`config.mk`:
```
export PLATFORM = sky130hd
export DESIGN_NAME = reg_file_wb
export DESIGN_NICKNAME = d
export VERILOG_FILES = /design/src/rtl/reg_file_wb.sv
export SDC_FILE = /design/constraint.sdc
export NUM_CORES = 2
export LEC_CHECK = 0
export CAP_MARGIN = 15
export CORE_UTILIZATION = 30
export DETAILED_ROUTE_END_ITERATION = 6
export PLACE_DENSITY = 0.41
export REMOVE_ABC_BUFFERS = 1
export SLEW_MARGIN = 25
export SYNTH_ARGS = -nofsm -noshare
export SYNTH_HDL_FRONTEND = slang
export SYNTH_SLANG_ARGS = --single-unit
export TNS_END_PERCENT = 30
```
`constraint.sdc`:
```
create_clock -name clk -period 3.5 [get_ports clk]
set_clock_uncertainty 0.15 [all_clocks]
set_input_delay 0.35 -clock clk [delete_from_list [all_inputs] [get_ports clk]]
set_output_delay 0.35 -clock clk [all_outputs]
set_load 0.01 [all_outputs]
```
`src/rtl/reg_file_wb.sv`:
```
// reg_file_wb
//   Architectural register file with a per-register pending-write scoreboard.
//   Write-back data lands in the array on the rising edge and is bypassed to
//   both read ports in the same cycle. Decode uses the busy/stall outputs to
//   hold instructions whose sources still have outstanding writes.
//
// Ports
//   clk, rst_n          : clock, asynchronous active-low reset
//   wb_en/addr/data     : write-back valid, destination register, write data
//   issue_en/issue_rd   : decode issues an instruction that will write issue_rd
//   rs_addr/rt_addr     : read port indices
//   rs_data/rt_data     : read port data (with same-cycle write-back bypass)
//   rs_busy/rt_busy     : read register still has an outstanding write
//   stall               : rs_busy | rt_busy
//   sb_err              : sticky counter overflow/underflow flag
module reg_file_wb #(
  parameter int DATA_W = 32,
  parameter int ADDR_W = 5,
  parameter int CNT_W  = 2
) (
  input  logic              clk,
  input  logic              rst_n,
  input  logic              wb_en,
  input  logic [ADDR_W-1:0] wb_addr,
  input  logic [DATA_W-1:0] wb_data,
  input  logic              issue_en,
  input  logic [ADDR_W-1:0] issue_rd,
  input  logic [ADDR_W-1:0] rs_addr,
  input  logic [ADDR_W-1:0] rt_addr,
  output logic [DATA_W-1:0] rs_data,
  output logic [DATA_W-1:0] rt_data,
  output logic              rs_busy,
  output logic              rt_busy,
  output logic              stall,
  output logic              sb_err
);

  localparam int NREG = 1 << ADDR_W;
  localparam logic [CNT_W-1:0] CNT_MAX = {CNT_W{1'b1}};

  logic [DATA_W-1:0] regs [NREG];
  logic [CNT_W-1:0]  cnt  [NREG];

  logic rs_hit;
  logic rt_hit;

  // Register array, pending-write counters and the sticky error flag.
  // Entry 0 is only ever written by reset, so it stays zero and its counter
  // never moves. A simultaneous issue and write-back to the same register
  // cancel out, leaving the count unchanged.
  always_ff @(posedge clk or negedge rst_n) begin
    if (!rst_n) begin
      for (int i = 0; i < NREG; i++) begin
        regs[i] <= '0;
        cnt[i]  <= '0;
      end
      sb_err <= 1'b0;
    end else begin
      if (wb_en && wb_addr != '0)
        regs[wb_addr] <= wb_data;
      for (int r = 1; r < NREG; r++) begin
        if ((issue_en && issue_rd == ADDR_W'(r)) && !(wb_en && wb_addr == ADDR_W'(r))) begin
          // Saturate on overflow and flag it
          if (cnt[r] == CNT_MAX)
            sb_err <= 1'b1;
          else
            cnt[r] <= cnt[r] + 1'b1;
        end else if ((wb_en && wb_addr == ADDR_W'(r)) && !(issue_en && issue_rd == ADDR_W'(r))) begin
          // Write-back with nothing outstanding: data is still written above
          if (cnt[r] == '0)
            sb_err <= 1'b1;
          else
            cnt[r] <= cnt[r] - 1'b1;
        end
      end
    end
  end

  // Read ports with bypass. A write-back that retires the last outstanding
  // write clears busy in the same cycle because the bypassed data is valid.
  // Everything reads as zero while reset is held, even if wb_en is driven.
  always_comb begin
    rs_hit  = wb_en && (wb_addr == rs_addr) && (rs_addr != '0);
    rt_hit  = wb_en && (wb_addr == rt_addr) && (rt_addr != '0);
    rs_data = '0;
    rt_data = '0;
    rs_busy = 1'b0;
    rt_busy = 1'b0;
    if (rst_n) begin
      rs_data = rs_hit ? wb_data : regs[rs_addr];
      rt_data = rt_hit ? wb_data : regs[rt_addr];
      rs_busy = (cnt[rs_addr] - CNT_W'(rs_hit)) != '0;
      rt_busy = (cnt[rt_addr] - CNT_W'(rt_hit)) != '0;
    end
    stall = rs_busy | rt_busy;
  end

endmodule
```
==> metrics.txt <==
nature of the critical path startpoint register; min-delay src wb_data[10]; HP Class in2reg; gr ovfl total 0; Max H-tree Level 4; fin nets 5381; actual slew at the worst max-slew pin 1050 ps; CP required 3000 ps; met1 usage 32.6%; Reg power frac 41.9%; commonest non-fill, non-tap cell in the layout dfrtp_1; Synth Register Bits 1087; Sink Count 1087; sw frac 28.6%; smallest hold slack 159 ps; CP Buf/Inv Count 1; Slew Viols, Final 0; CTS root buffer clkbuf_16; Setup WS post-layout -150 ps; most frequent cells in the layout 1085 x dfrtp_1, 1050 x nand2_1, 752 x mux2_2; Port Buffers 123; Netlist cell types 59; peak supply drop 0.554 mV; Die H 454 um; Wirelength per Cell 30.7 um; Pre-antenna DRT Iters 5; R2R Setup Slk 1470 ps; Top FF cell, synth dfrtp_1; Post-route DRC 0; CP peak stage delay 550 ps; GRT Max-Usage Layer met2; TritonCTS clock tree done; Synth Instances 4968; critical-path cell list mux4_1 -> mux4_2 -> mux2i_1 -> nand3_2 -> o41a_1 -> buf_2; GR Util met3 3.42%; f_max 274 MHz; Antenna Nets Post-Route 0; Initial Utilization 30.2%; crit path kind reg2out; Worst-path clk slew 60 ps; FF-to-FF Start cnt[27]; Synth Area in Adders 1.30%; GR Util All Layers 24.1%; share of layout cells above drive strength 1 39.9%; core area 203000 um^2; crit path max fanout 2; Final min period 3650 ps; hpwl dp 150000 um; critical path's slowest cell mux4_1; status finished with violations; Simple-Gate Fraction of Synth Area 8.53%; Rel. slew slack 29.7%; compound-cell area share of the yosys netlist 4.67%; Die ar. 206000 um^2; routability cong. 0.896; Yosys Warn Count 2; asr flop ratio synth 100%; sequential element share of the synthesized area 44.4%; final core occ 36.5%; Ports 124; failing checks negative setup slack; WL final 247000 um; power per cell area 533 nW/um^2; crit path from cnt[27]; global-route wire length before repair 353000 um; crit path DAT 3150 ps; XOR/XNOR Fraction of Synth Area 0.129%; CTS buffer count 136; RSZ-0062 raised after global routing true; crit end category primary output; maxcap violations 0; vias 43900; largest family of logic cells by synthesized area multiplexers; Cell Int Power 28.1 mW; Worst-Skew Late Latency 800 ps; largest net degree at the start of global routing 135; Cell Rows 165; die extent in x 454 um; M2 GR Usage 39.5%; CP delay by family, top multiplexers; clk buf depth 3; Mapped Area 61300 um^2; vias in the first global route 45200; leak pwr 33.4 nW; routed vias/inst 5.45; post-synthesis mux area share 37.2%; P&R area growth vs syn 20.6%; antenna violations before repair 10; count of flip-flops with a built-in enable after synthesis 0; Tcrit/Tclk final 104%; Setup-failing EPs final 2; synthesized area per cell 12.3 um^2; P_sw 11.3 mW; Clk pwr share 37.3%; Fin. Hold Viols 0; Fin Setup TNS -223 ps; Logic pwr share 20.8%; 1st-iter DRT viols 3472
## layout make-up
type / count / area [um^2]
inverter: 78 / 293
antenna: 3 / 7.51
fill: 19600 / 129000
tap: 2672 / 3340
clock buffer: 198 / 4000
multi-input combinational: 3331 / 32300
timing repair buffer: 629 / 6210
sequential: 1087 / 27200
clock inverter: 49 / 586
## state kept, by name (all words and copies together), names as in the netlist
name	count
sb_err	1
cnt	62
regs	1024
## power by group through the flow
stage	sequential [mW]	combinational (mW)	clock (mW)
6_report	16.5	8.20	14.7
5_1_grt	16.8	8.85	15.6
4_1_cts	16.4	8.26	15.1
3_5_place_dp	16.6	8.13	0
3_3_place_gp	16.6	8.03	0
2_1_floorplan	16.0	5.12	0
## metal layers
layer  vias to the layer above  wire length, um
li1                      18700                -
met1                     23500           109000
met2                      1265           117000
met3                       357            11400
met4                         4             8870
met5                         -               27
## worst register-to-register path, stage by stage, from the launching register on
cell and delay (ps):
dfrtp_1 450, buf_4 200, and3_1 200, nor4_1 290
nand4_1 140, nor3_1 360, nand3_1 130
## path summary, 6_finish.rpt
kind	cells after the start	end
setup / recovery	6	stall
hold reg to reg	0	regs[1014]
max in group asynchronous	4	regs[405]
hold / removal	4	regs[874]
setup reg to reg	6	sb_err
min in group asynchronous	3	cnt[56]
## cells in the mapped netlist (7+ instances only)
library cell | number | area (um^2)
mux2_2 | 754 | 8490
a22oi_1 | 32 | 240
mux2i_1 | 186 | 1860
nand3_1 | 29 | 145
a31oi_1 | 44 | 275
o21bai_1 | 21 | 158
ha_1 | 62 | 776
clkbuf_1 | 271 | 1020
nand2_1 | 1065 | 4000
a21boi_0 | 39 | 293
o31ai_1 | 8 | 60.1
mux4_1 | 7 | 184
dfrtp_1 | 1087 | 27200
nor3_1 | 19 | 95.1
o21ai_0 | 173 | 866
buf_2 | 120 | 601
buf_4 | 25 | 188
nor2_1 | 77 | 289
o211a_1 | 9 | 90.1
buf_1 | 52 | 195
nor4b_1 | 23 | 201
nor2b_1 | 34 | 213
mux4_2 | 545 | 12300
inv_1 | 77 | 289
a21oi_1 | 93 | 465
o22ai_1 | 35 | 219
## stage by stage
stage | instance area [um^2] | total power [mW] | setup slack, ps | instances
global route | 73900 | 41.2 | -238 | 8044
floorplan | 59300 | 21.2 | -224 | 4496
detailed placement | 68800 | 24.8 | -653 | 7776
global placement | 68800 | 24.6 | -714 | 7776
finish | 73900 | 39.4 | -150 | 8047
CTS | 73700 | 39.8 | -241 | 8033
## logic make-up (layout without fill, tap and decap cells)
| logic type | after synthesis | in the layout |
|---|---|---|
| compound gates | 477 | 477 |
| fa+ha+maj | 64 | 64 |
| buf+inv | 550 | 954 |
| xor+xnor | 9 | 9 |
| mux | 1492 | 1492 |
| other cells | 0 | 3 |
| simple gates | 1289 | 1289 |
| flops | 1087 | 1087 |
## timing repair
action | in CTS | in global routing
gates cloned | 0 | 1
pin swaps | 19 | 18
hold buffers | 2 | 0
hold endpoints to repair | 472 | 0
setup buffers | 8 | 10
endpoints found under the setup margin | 61 | 40
gates resized for setup | 122 | 54
(Power assumes the default switching activity.)
